[config.mk]
export PLATFORM = sky130hd
export DESIGN_NAME = axis_ser_arbiter
export DESIGN_NICKNAME = d
export VERILOG_FILES = /design/src/rtl/axis_serdes_pkg.sv /design/src/rtl/rr_arbiter.sv /design/src/rtl/axis_ser_arbiter.sv
export SDC_FILE = /design/constraint.sdc
export NUM_CORES = 1
export LEC_CHECK = 0
export CAP_MARGIN = 40
export CORE_MARGIN = 2
export CORE_UTILIZATION = 44
export DETAILED_ROUTE_END_ITERATION = 10
export GPL_TIMING_DRIVEN = 1
export PLACE_DENSITY = 0.82
export SYNTH_ARGS = -nofsm -noshare
export SYNTH_HDL_FRONTEND = slang
export SYNTH_SLANG_ARGS = --single-unit
[constraint.sdc]
create_clock -name m_axis_aclk -period 3.48 [get_ports m_axis_aclk]
set_input_delay 0.696 -clock m_axis_aclk [delete_from_list [all_inputs] [get_ports m_axis_aclk]]
set_output_delay 0.696 -clock m_axis_aclk [all_outputs]
set_load 0.1 [all_outputs]
[src/rtl/axis_serdes_pkg.sv]
`default_nettype none
// ============================================================================
// Module      : axis_serdes_pkg
// Description : Shared types, constants and helpers for the AXIS serializer
//               arbiter path (frame header format, FSM states, word sizing).
// Revision    : 1.0 - initial release
// ============================================================================
package axis_serdes_pkg;

  typedef logic [7:0] byte_t;

  typedef enum logic [1:0] {
    IDLE = 2'd0,
    HDR  = 2'd1,
    DATA = 2'd2
  } ser_state_t;

  // MSB of every header byte; data bytes carry no such marker position.
  localparam logic HDR_MARK = 1'b1;

  // Channel header byte: marker bit followed by the 7-bit source id.
  function automatic byte_t hdr_byte(input logic [6:0] id);
    return {HDR_MARK, id};
  endfunction

  // Number of payload bytes carried per word.
  function automatic int BYTES_PER_WORD(input int logic_size);
    return logic_size / 8;
  endfunction

endpackage
`default_nettype wire

[src/rtl/rr_arbiter.sv]
`default_nettype none
// ============================================================================
// Module      : rr_arbiter
// Description : Combinational round-robin pick. Searches the request vector
//               upward from ptr (wrapping) and returns the first requester as
//               an index and as a one-hot vector. The pointer lives in the
//               parent so this block stays purely combinational.
// Revision    : 1.0 - initial release
// ============================================================================
module rr_arbiter #(
  parameter int NUM_REQ = 4
) (
  input  logic [NUM_REQ-1:0]         req,
  input  logic [$clog2(NUM_REQ)-1:0] ptr,
  output logic [$clog2(NUM_REQ)-1:0] grant_idx,
  output logic [NUM_REQ-1:0]         grant_onehot,
  output logic                       any
);

  localparam int IW = $clog2(NUM_REQ);

  int          idx;
  logic [IW-1:0] idx_w;

  // First requester at or above ptr, modulo NUM_REQ (works for non-power-of-two counts)
  always_comb begin
    grant_idx    = '0;
    grant_onehot = '0;
    any          = 1'b0;
    idx          = 0;
    idx_w        = '0;
    for (int i = 0; i < NUM_REQ; i++) begin
      idx = int'(ptr) + i;
      if (idx >= NUM_REQ) begin
        idx = idx - NUM_REQ;
      end
      idx_w = IW'(idx);
      if (!any && req[idx_w]) begin
        any                 = 1'b1;
        grant_idx           = idx_w;
        grant_onehot[idx_w] = 1'b1;
      end
    end
  end

endmodule
`default_nettype wire

[src/rtl/axis_ser_arbiter.sv]
`default_nettype none
// ============================================================================
// Module      : axis_ser_arbiter
// Description : Round-robin scheduler sharing the byte-wide aFIFO write port
//               between NUM_REQ word sources. Each accepted word is emitted as
//               a channel header byte followed by the word bytes LSB-first,
//               throttled by the aFIFO full flag.
// Revision    : 1.0 - initial release
// ============================================================================
module axis_ser_arbiter
  import axis_serdes_pkg::*;
#(
  parameter int LOGIC_SIZE = 32,
  parameter int NUM_REQ    = 4
) (
  input  logic                            m_axis_aclk,
  input  logic                            m_axis_reset_n,
  input  logic [NUM_REQ-1:0]              s_valid,
  input  logic [NUM_REQ*LOGIC_SIZE-1:0]   s_tdata,
  output logic [NUM_REQ-1:0]              s_ready,
  output logic [7:0]                      o_to_fifo,
  output logic                            w_req,
  input  logic                            w_full,
  output logic [$clog2(NUM_REQ)-1:0]      o_grant,
  output logic                            o_busy
);

  localparam int IW  = $clog2(NUM_REQ);
  localparam int BPW = BYTES_PER_WORD(LOGIC_SIZE);
  localparam int BIW = (BPW > 1) ? $clog2(BPW) : 1;

  ser_state_t          state;
  logic [IW-1:0]       rr_ptr;
  logic [IW-1:0]       grant_q;
  logic [BIW-1:0]      byte_idx;
  logic [LOGIC_SIZE-1:0] word_q;

  logic [IW-1:0]       pick;
  logic [NUM_REQ-1:0]  pick_onehot;
  logic                pick_any;
  logic [LOGIC_SIZE-1:0] sel_word;
  byte_t               data_byte;
  logic                accept;

  rr_arbiter #(
    .NUM_REQ (NUM_REQ)
  ) u_rr_arbiter (
    .req          (s_valid),
    .ptr          (rr_ptr),
    .grant_idx    (pick),
    .grant_onehot (pick_onehot),
    .any          (pick_any)
  );

  // Accept only from IDLE; reset gating keeps s_ready low while reset is held
  assign accept  = (state == IDLE) && pick_any && m_axis_reset_n;
  assign s_ready = accept ? pick_onehot : '0;

  assign w_req   = (state != IDLE) && !w_full;
  assign o_busy  = (state != IDLE);
  assign o_grant = grant_q;

  // Word of the source being picked this cycle
  always_comb begin
    sel_word = '0;
    for (int i = 0; i < NUM_REQ; i++) begin
      if (pick == IW'(i)) begin
        sel_word = s_tdata[i*LOGIC_SIZE +: LOGIC_SIZE];
      end
    end
  end

  // Current payload byte of the latched word
  always_comb begin
    data_byte = '0;
    for (int k = 0; k < BPW; k++) begin
      if (byte_idx == BIW'(k)) begin
        data_byte = word_q[k*8 +: 8];
      end
    end
  end

  // Byte presented to the aFIFO; held unchanged while w_full stalls the frame
  always_comb begin
    case (state)
      HDR:     o_to_fifo = hdr_byte(7'(grant_q));
      DATA:    o_to_fifo = data_byte;
      default: o_to_fifo = '0;
    endcase
  end

  // Frame FSM: latch word on accept, then step header and data bytes on each write
  always_ff @(posedge m_axis_aclk or negedge m_axis_reset_n) begin
    if (!m_axis_reset_n) begin
      state    <= IDLE;
      rr_ptr   <= '0;
      grant_q  <= '0;
      byte_idx <= '0;
      word_q   <= '0;
    end else begin
      case (state)
        IDLE: begin
          if (accept) begin
            word_q   <= sel_word;
            grant_q  <= pick;
            rr_ptr   <= (pick == IW'(NUM_REQ - 1)) ? '0 : pick + 1'b1;
            state    <= HDR;
          end
        end
        HDR: begin
          if (w_req) begin
            byte_idx <= '0;
            state    <= DATA;
          end
        end
        DATA: begin
          if (w_req) begin
            if (byte_idx == BIW'(BPW - 1)) begin
              byte_idx <= '0;
              state    <= IDLE;
            end else begin
              byte_idx <= byte_idx + 1'b1;
            end
          end
        end
        default: begin
          state <= IDLE;
        end
      endcase
    end
  end

endmodule
`default_nettype wire

==> results of run 1 <==
registers in the layout, summed over array words and instances (netlist names):
name and cells:
state 2, rr_ptr 2, o_grant 2, word_q 32, byte_idx 2
final cells by class:
| type | count | area (sq um) |
|---|---|---|
| Multi-Input combinational cell | 360 | 2390 |
| Fill cell | 589 | 2300 |
| Timing Repair Buffer | 171 | 1810 |
| Sequential cell | 40 | 1000 |
| Tap cell | 102 | 128 |
| Clock buffer | 7 | 96.3 |
| Inverter | 12 | 45.0 |
| Clock inverter | 1 | 30.0 |
worst min path at each step:
stage	start	end	slack (ps)	cells after the start
finish	m_axis_reset_n	state[1]$_DFFE_PN0P_	460	2
detailed placement	word_q[29]$_DFFE_PN0P_	word_q[29]$_DFFE_PN0P_	480	1
floorplan	m_axis_reset_n	byte_idx[0]$_DFFE_PN0P_	400	0
global placement	word_q[29]$_DFFE_PN0P_	word_q[29]$_DFFE_PN0P_	470	1
global route	word_q[21]$_DFFE_PN0P_	word_q[21]$_DFFE_PN0P_	510	1
CTS	m_axis_reset_n	state[1]$_DFFE_PN0P_	500	2
cell usage after synthesis (all sizes together), types with 3 or more instances:
cell type / n
mux4: 3
clkbuf: 30
nand3b: 32
nor2b: 8
nor3: 8
o2bb2ai: 4
o211ai: 32
a21oi: 73
ha: 18
o21ai: 13
a32oi: 3
inv: 12
o21a: 32
a21boi: 3
a221oi: 9
a22oi: 3
nand2: 77
dfrtp: 40
mux2i: 5
buf: 14
nand2b: 4
a31oi: 4
nor2: 13
placed cells by master (no fill, tap or decap), types with 9 or more instances in the layout:
cell	n
a221oi_1	9
o21ai_0	12
nor2_1	13
a21oi_1	72
clkdlybuf4s50_1	133
inv_1	11
o21a_1	32
buf_12	16
buf_4	21
nand3b_1	32
ha_1	16
nand2_1	77
o211ai_1	32
dfrtp_1	40
worst max-delay path: cells and delay by family:
| kind | cells | cell delay, ps |
|---|---|---|
| buffers and inverters | 3 | 840 |
| muxes | 1 | 570 |
| AOI/OAI and AO/OA | 2 | 540 |
where the power goes:
| group | total (mW) | switching (mW) | internal (mW) |
|---|---|---|---|
| combinational | 4.25 | 2.49 | 1.76 |
| clock | 0.415 | 0.162 | 0.253 |
| sequential | 0.882 | 0.170 | 0.712 |
logic make-up after synthesis:
kind of cell,Yosys count
muxes,10
buffers and inverters,56
AOI/OAI and AO/OA,187
adders and majority gates,18
and+or+nand+nor,145
DFF,40
timing repair:
item | in CTS | in global routing
endpoints found under the setup margin | 0 | 12
gates resized for setup | 0 | 1
buffers inserted | 0 | 0
layer usage:
layer	up-vias	track usage, %	wire [microns]
li1	1927	-	-
met3	19	3.05	641
met4	0	7.73	227
met2	157	44.1	5710
met1	1845	34.1	4860
met5	-	0	0
per-stage QoR:
stage          std cells  power, mW  instance area, sq um  utilization (%)  hold slack, ps
2_1_floorplan        456       3.82                  3600                -             400
3_3_place_gp         685       4.96                  5380             68.9             474
3_5_place_dp         685       5.07                  5380             68.9             481
4_1_cts              693       5.52                  5500             70.5             499
5_1_grt              693       5.95                  5510             70.5             514
6_report             693       5.54                  5510             70.5             464
==> run_results.csv, run 1 <==
group,metric,value,unit
drt,drt_iter0_drc,190,
logic_synthesis,yosys.area_share.simple,20.5,%
timing,setup_ws,117,ps
critical_path,crit_end,"s_ready[2]",
logic_synthesis,ys_seq_elements,40,
die,initial_utilization,45.8,%
placement,port_buffers,150,
global_route,grt_use_total,25.8,%
global_route,grt_pass1_wl,18.2,mm
die,io_pins,151,
timing,tightestPinTransition,702,ps
critical_path,worst_setup_path_start_kind,"primary input",
critical_path,critPathLaunch,"s_valid[2]",
logic_synthesis,synth_edf_count,0,
timing,slew_headroom,53.2,%
clock_tree,htree_levels,2,
global_route,grt_remaining_overflow,0,
global_route,first_global_vias,3810,
die,fp.dieW,94.2,microns
pwr,peakVddDrop,0.394,mV
drt,ant_nets,0,
critical_path,end_kind,"output pin",
clock_tree,cts_root_buffer,"clkbuf_8",
timing,fin_crit_sh,96.6,%
logic_synthesis,synthTopCellsByArea,"dfrtp_1 28%, a21oi_1 10%, nand2_1 8.1%",
die,core,7810,sq um
logic_synthesis,seq_area_frac_synth,28.0,%
status,outcome,"finished clean",
global_route,grt_max_degree,73,
drt,wirelength,11.4,mm
die,core.rowCount,32,
placement,pre_cts_slack,-51.6,ps
critical_path,cp_slowest_cell,"mux4_2",
drt,avgRoutedWirePerCell,16.5,microns
timing,fin_crit,3360,ps
timing,tns,0,ps
logic_synthesis,yosysTopAreaCell,"dfrtp_1",
clock_tree,numCtsBuffers,5,
logic_synthesis,synth.distinct_cells,42,
logic_synthesis,synth_flop_cell,"dfrtp_1",
min_path,hold_path_class,"primary input to async pin",
critical_path,required,2780,ps
die,die_area,8860,sq um
critical_path,rr_endpoint,"word_q[26]$_DFFE_PN0P_",
critical_path,critPathArrivalTime,2670,ps
placement,dp_hpwl,8.95,mm
layout,nets,743,
layout,area_growth_syn_to_layout,54.0,%
drt,first_pass_iters,4,
logic_synthesis,synth_top_family_by_area,"compound AO/OA/AOI/OAI gates",
logic_synthesis,synth_async_sr_flop_share,100,%
logic_synthesis,synth_xor_area_share,0,%
logic_synthesis,avgSynthCellArea,7.84,sq um
clock_tree,worstSkewPairLatency,300,ps
logic_synthesis,synth_adder_area_share,6.30,%
timing,hold_violations,0,
global_route,antenna_found_initial,0,
logic_synthesis,synthCells,456,
critical_path,r2r_slack,350,ps
timing,skew,9.56,ps
critical_path,reg2reg_from,"rr_ptr[0]$_DFFE_PN0P_",
clock_tree,cts_buffer_depth,2,
logic_synthesis,synth_compound_area_share,34.8,%
logic_synthesis,syn_area,3580,sq um
die,die_y,94.2,microns
critical_path,path_class,"primary input to output pin",
drt,vias,3948,
logic_synthesis,yosysTopAreaCellShare,28.0,%
pwr,p_leak,2.04,nW
pwr,cellPowerDensity,1010,nW/um^2
critical_path,path_cells,"clkdlybuf4s50_1, mux4_2, buf_4, a221oi_1, o2bb2ai_2, buf_12",
clock_tree,clkSlewWorstSetupHoldPaths,80,ps
flow_run,cap_violations,0,
layout,drive_above_1_share,11.2,%
timing,rsz0062_at_grt,"no",
logic_synthesis,synthMuxAreaShare,3.92,%
clock_tree,cts_hold_buffers,0,
timing,max_freq,0.297,GHz
logic_synthesis,synthesis.nets,609,
placement,place_congestion,0.900,
timing,drv_slew,0,
critical_path,slowest_delay,570,ps
timing,setup_viol,0,
clock_tree,clkSinkCount,40,
layout,diodes,0,
critical_path,r2r.worst_path.cells,13,
drt,drc,0,
clock_tree,cts_tree,"done",
drt,viasPerCell,5.70,
critical_path,cp_max_fo,5,
logic_synthesis,yosys_warnings,0,
Note: power is estimated with default switching activity, not from simulation.
==> inputs of run 2 (changes only) <==
--- a/config.mk
+++ b/config.mk
@@ -8,8 +8,10 @@
 export CAP_MARGIN = 40
 export CORE_MARGIN = 2
 export CORE_UTILIZATION = 44
+export CTS_CLUSTER_SIZE = 8
 export DETAILED_ROUTE_END_ITERATION = 10
 export GPL_TIMING_DRIVEN = 1
+export HOLD_SLACK_MARGIN = 0.12
 export PLACE_DENSITY = 0.82
 export SYNTH_ARGS = -nofsm -noshare
 export SYNTH_HDL_FRONTEND = slang
==> results of run 2 <==
Same layout as run 1: the final DEF is identical, and so are final timing and power.
==> inputs of run 3 (changes only) <==
--- a/config.mk
+++ b/config.mk
@@ -8,7 +8,7 @@
 export CAP_MARGIN = 40
 export CORE_MARGIN = 2
 export CORE_UTILIZATION = 44
-export CTS_CLUSTER_SIZE = 8
+export CTS_CLUSTER_DIAMETER = 30
 export DETAILED_ROUTE_END_ITERATION = 10
 export GPL_TIMING_DRIVEN = 1
 export HOLD_SLACK_MARGIN = 0.12
==> results of run 3 <==
Same layout as run 1: the final DEF is identical, and so are final timing and power.
